`config.mk`:
```
export PLATFORM = sky130hd
export DESIGN_NAME = fetch_unit
export DESIGN_NICKNAME = d
export VERILOG_FILES = /design/src/rtl/fetch_unit.sv
export SDC_FILE = /design/constraint.sdc
export NUM_CORES = 1
export LEC_CHECK = 0
export ABC_CLOCK_PERIOD_IN_PS = 2500
export CORE_UTILIZATION = 46
export CTS_CLUSTER_DIAMETER = 120
export DETAILED_ROUTE_END_ITERATION = 8
export PLACE_DENSITY = 0.8
export SKIP_LAST_GASP = 1
export SLEW_MARGIN = 0
export SYNTH_ARGS = -nofsm -noshare
export SYNTH_HDL_FRONTEND = slang
export SYNTH_SLANG_ARGS = --single-unit
```
`constraint.sdc`:
```
create_clock -name clock -period 2.5 [get_ports clock]
set_clock_uncertainty 0.05 [all_clocks]
set_input_delay 0.375 -clock clock [delete_from_list [all_inputs] [get_ports clock]]
set_output_delay 0.375 -clock clock [all_outputs]
set_load 0.05 [all_outputs]
```
`src/rtl/fetch_unit.sv`:
```
`default_nettype none
// ============================================================================
//  Module   : fetch_unit
//  Purpose  : MIPS instruction fetch stage. Owns the PC, issues one word read
//             at a time and hands {instr, pc, pc+4} to decode.
//  Revision : 1.0 - initial release
// ============================================================================
module fetch_unit #(
  parameter logic [31:0] RESET_VECTOR = 32'h0000_0000,
  parameter int          PC_STEP      = 4
) (
  input  logic        clock,
  input  logic        reset,
  output logic        imem_req_valid,
  output logic [31:0] imem_req_addr,
  input  logic        imem_req_ready,
  input  logic        imem_resp_valid,
  input  logic [31:0] imem_resp_data,
  input  logic        redirect_valid,
  input  logic [31:0] redirect_target,
  output logic        if_valid,
  output logic [31:0] if_instr,
  output logic [31:0] if_pc,
  output logic [31:0] if_pc_plus4,
  input  logic        if_ready,
  output logic        misalign_err,
  output logic [15:0] drop_count
);

  localparam logic [1:0]  c_IDLE = 2'd0;
  localparam logic [1:0]  c_REQ  = 2'd1;
  localparam logic [1:0]  c_WAIT = 2'd2;
  localparam logic [1:0]  c_OUT  = 2'd3;
  localparam logic [31:0] c_STEP = 32'(PC_STEP);

  logic [1:0]  r_state;
  logic [31:0] r_pc;
  logic        r_drop_pending;
  logic        r_misalign;
  logic [15:0] r_drop_count;
  logic [31:0] r_if_instr;
  logic [31:0] r_if_pc;
  logic [31:0] r_if_pc_plus4;

  logic [31:0] w_target;
  logic [31:0] w_pc_seq;
  logic [15:0] w_drop_inc;

  assign w_target   = {redirect_target[31:2], 2'b00};
  assign w_pc_seq   = r_pc + c_STEP;
  assign w_drop_inc = (r_drop_count == 16'hFFFF) ? r_drop_count : r_drop_count + 16'd1;

  always_ff @(posedge clock) begin
    if (reset) begin
      r_state        <= c_IDLE;
      r_pc           <= RESET_VECTOR;
      r_drop_pending <= 1'b0;
      r_misalign     <= 1'b0;
      r_drop_count   <= 16'd0;
      r_if_instr     <= 32'd0;
      r_if_pc        <= 32'd0;
      r_if_pc_plus4  <= 32'd0;
    end else begin
      if (redirect_valid && (redirect_target[1:0] != 2'b00))
        r_misalign <= 1'b1;

      case (r_state)
        c_IDLE: begin
          if (redirect_valid)
            r_pc <= w_target;
          r_state <= c_REQ;
        end

        c_REQ: begin
          if (redirect_valid)
            r_pc <= w_target;
          // A redirect coincident with acceptance leaves a stale word in flight.
          if (imem_req_ready) begin
            r_state        <= c_WAIT;
            r_drop_pending <= redirect_valid;
          end
        end

        c_WAIT: begin
          if (redirect_valid)
            r_pc <= w_target;
          if (imem_resp_valid) begin
            if (redirect_valid || r_drop_pending) begin
              r_drop_pending <= 1'b0;
              r_drop_count   <= w_drop_inc;
              r_state        <= c_REQ;
            end else begin
              r_if_instr    <= imem_resp_data;
              r_if_pc       <= r_pc;
              r_if_pc_plus4 <= w_pc_seq;
              r_state       <= c_OUT;
            end
          end else if (redirect_valid) begin
            r_drop_pending <= 1'b1;
          end
        end

        c_OUT: begin
          // Redirect wins over a same-cycle decode handshake.
          if (redirect_valid) begin
            r_pc         <= w_target;
            r_drop_count <= w_drop_inc;
            r_state      <= c_REQ;
          end else if (if_ready) begin
            r_pc    <= w_pc_seq;
            r_state <= c_REQ;
          end
        end

        default: r_state <= c_IDLE;
      endcase
    end
  end

  assign imem_req_valid = (r_state == c_REQ);
  assign imem_req_addr  = r_pc;
  assign if_valid       = (r_state == c_OUT);
  assign if_instr       = r_if_instr;
  assign if_pc          = r_if_pc;
  assign if_pc_plus4    = r_if_pc_plus4;
  assign misalign_err   = r_misalign;
  assign drop_count     = r_drop_count;

endmodule
`default_nettype wire
```
==> metrics.md <==
| Metric | Value |
|---|---|
| Fin nets | 1123 |
| Std-Cell Rows | 43 |
| Drt pass-1 iters | 5 |
| Worst setup path startpoint | r_state[0] |
| Reg2reg end | if_pc_plus4[30] |
| CP startpoint kind | flip-flop |
| Final Cycle Share | 95.4% |
| Outcome | complete, no violations |
| Avg Vias per Cell | 5.76 |
| CTS tree | yes |
| Post-synth top cells | nand2_1, dfxtp_1, a21oi_1 |
| Critical path's top delay family | buffers and inverters |
| Final ANT Viol Nets | 0 |
| Synth warnings | 0 |
| Worst rel slew slack | 59.5% |
| Worst-Margin Slew | 606 ps |
| Top FF cell, synth | dfxtp_1 |
| WP data required | 2080 ps |
| Core area | 0.0140 mm^2 |
| Global-route wire length before repair | 33000 um |
| DRC Markers | 0 |
| Total wire length | 21000 um |
| Max-cap violations | 0 |
| Distinct cells, synth | 52 |
| Die Span Y | 122 um |
| Worst Setup End Kind | output pin |
| CP max FO | 6 |
| P&R area growth vs syn | 48.3% |
| CTS sink cnt | 142 |
| Post-CTS sizing | 0 |
| Most numerous cell in the Yosys netlist | nand2_1 |
| Clk slew on worst S/H paths | 60 ps |
| Port bufs | 210 |
| Number of stages on the worst setup path | 2 |
| Diode count | 0 |
| Arr. time, crit path | 1960 ps |
| 1st-iter DRT viols | 645 |
| Fmax | 0.419 GHz |
| Critical-path cell list | ha_1 > clkdlybuf4s50_1 |
| Critical Path Sink | if_valid |
| Seq/Total Area, Yosys | 42.9% |
| Layout Utilization | 70.3% |
| # Post-CTS Setup Buffers | 0 |
| Total Routing Usage GR | 28.5% |
| Vias in the first global route | 6511 |
| DR WL/cell | 16.9 um |
| Worst R2R Path Depth | 6 |
| WP buf/inv | 1 |
| Final Slew Violations | 0 |
| Worst VDD drop | 0.435 mV |
| Post-synth top area share | 42.9% |
| WS Path Type | reg -> out |
| CP max stage cell | clkdlybuf4s50_1 |
| Post-DP HPWL | 14700 um |
| Cells after synthesis | 836 |
| PwrDens | 608 mW/mm^2 |
| Setup-failing EPs final | 0 |
| Pleak | 0.00326 uW |
| Hold crit path type | in -> reg |
| DIE WIDTH | 122 um |
| Final TNS setup | 0 ps |
| Initial Utilization | 47.4% |
| GRT overflow | 0 |
| Ports | 217 |
| Final hold viol count | 0 |
| Placer Congestion | 0.855 |
| DR vias | 7142 |
| Worst R2R Setup Slack | 150 ps |
| H-tree levels | 4 |
| Crit path largest cell delay | 840 ps |
| Min Tclk post-route | 2390 ps |
| Post-synthesis register bit count | 142 |
| Async SR Flop Fraction | 0% |
| Skew-Pair Late Insertion Delay | 420 ps |
| Largest net degree at the start of global routing | 49 |
| RSZ-0062 raised after global routing | no |
| Die Footprint | 0.0149 mm^2 |
| Critical R2R Launch | imem_req_addr[2] |
| Root buf cell | clkbuf_16 |
| Synth area leaders | dfxtp_1, nand2_1, a21oi_1 |
| Worst hold slack | 385 ps |
| Number of enable flip-flop cells after synthesis | 0 |
| Cell Area, Synth | 0.00663 mm^2 |
| Leading area contributor after synthesis | dfxtp_1 |
| Synth Area per Inst | 7.93 um^2 |
| CTS Buf Count | 17 |
| Worst hold start | reset |
| Initial antenna violation count | 0 |
| # hold bufs at CTS | 0 |
| Deepest clock path buffer count | 2 |
| Layout cells sized above 1 | 10.5% |
per-stage QoR:
step	worst slack, ps	std cells	power (uW)	area [um^2]
floorplan	16.2	841	2870	6660
global placement	154	1208	3210	9180
detailed placement	136	1208	3220	9180
CTS	104	1240	6010	9840
global route	1.43	1240	6170	9840
finish	115	1240	5980	9840
flip-flops by register name, summed over array words and instances (netlist names):
register        count
if_instr           32
if_pc              30
if_pc_plus4        30
imem_req_addr      30
drop_count         16
r_state             2
misalign_err        1
r_drop_pending      1
cell families (layout without fill, tap and decap cells):
logic type                 Yosys count  in the layout  synth area share [%]
adders and majority gates            6              6                  1.13
other                                1              6                0.0565
xor gates and xnor gates            21             21                  2.77
and+or+nand+nor                    382            382                  28.4
DFF                                142            142                  42.9
muxes                                6              6                  1.00
AOI/OAI and AO/OA                  181            181                  17.8
buffers and inverters               97            316                  6.06
cell type report:
| type | count | area (um^2) |
|---|---|---|
| fillers | 1130 | 4150 |
| multi-input cells | 602 | 3440 |
| clock inverters | 12 | 206 |
| repair buffers | 268 | 2610 |
| flip-flops and latches | 142 | 2850 |
| well taps | 180 | 225 |
| clock buffers | 20 | 447 |
| inverters | 16 | 60.1 |
where the power goes:
part / internal [uW] / switching (uW) / total [uW]
clock network: 1810 / 996 / 2800
registers: 2320 / 65.6 / 2390
logic: 319 / 472 / 791
layout by cell type (no fill, tap or decap), types with 17 or more instances in the layout:
master / n
a21oi_1: 82
nor4_1: 34
buf_4: 53
a211oi_1: 27
clkdlybuf4s50_1: 209
nand3_1: 17
clkbuf_16: 17
or4_1: 21
dfxtp_1: 136
a311oi_1: 22
nand2_1: 155
nor2_1: 71
how the worst min path moves through the flow:
stage                               end  slack (ps)  depth (start not counted)
after floorplan              r_state[1]         430                          2
after global placement      if_instr[2]         390                          2
after detailed placement      if_pc[25]         400                          2
after CTS                 drop_count[3]         370                          2
after global routing      drop_count[1]         400                          2
final                     drop_count[4]         390                          2
routing by layer:
metal / track usage, % / vias up / part of all wire (%)
met2: 45.4 / 353 / 46
met5: 0 / - / 0
li1: - / 3422 / -
met3: 9.08 / 51 / 9.8
met1: 35.3 / 3316 / 41
met4: 12.0 / 0 / 2.7
Note: power is estimated with default switching activity, not from simulation.
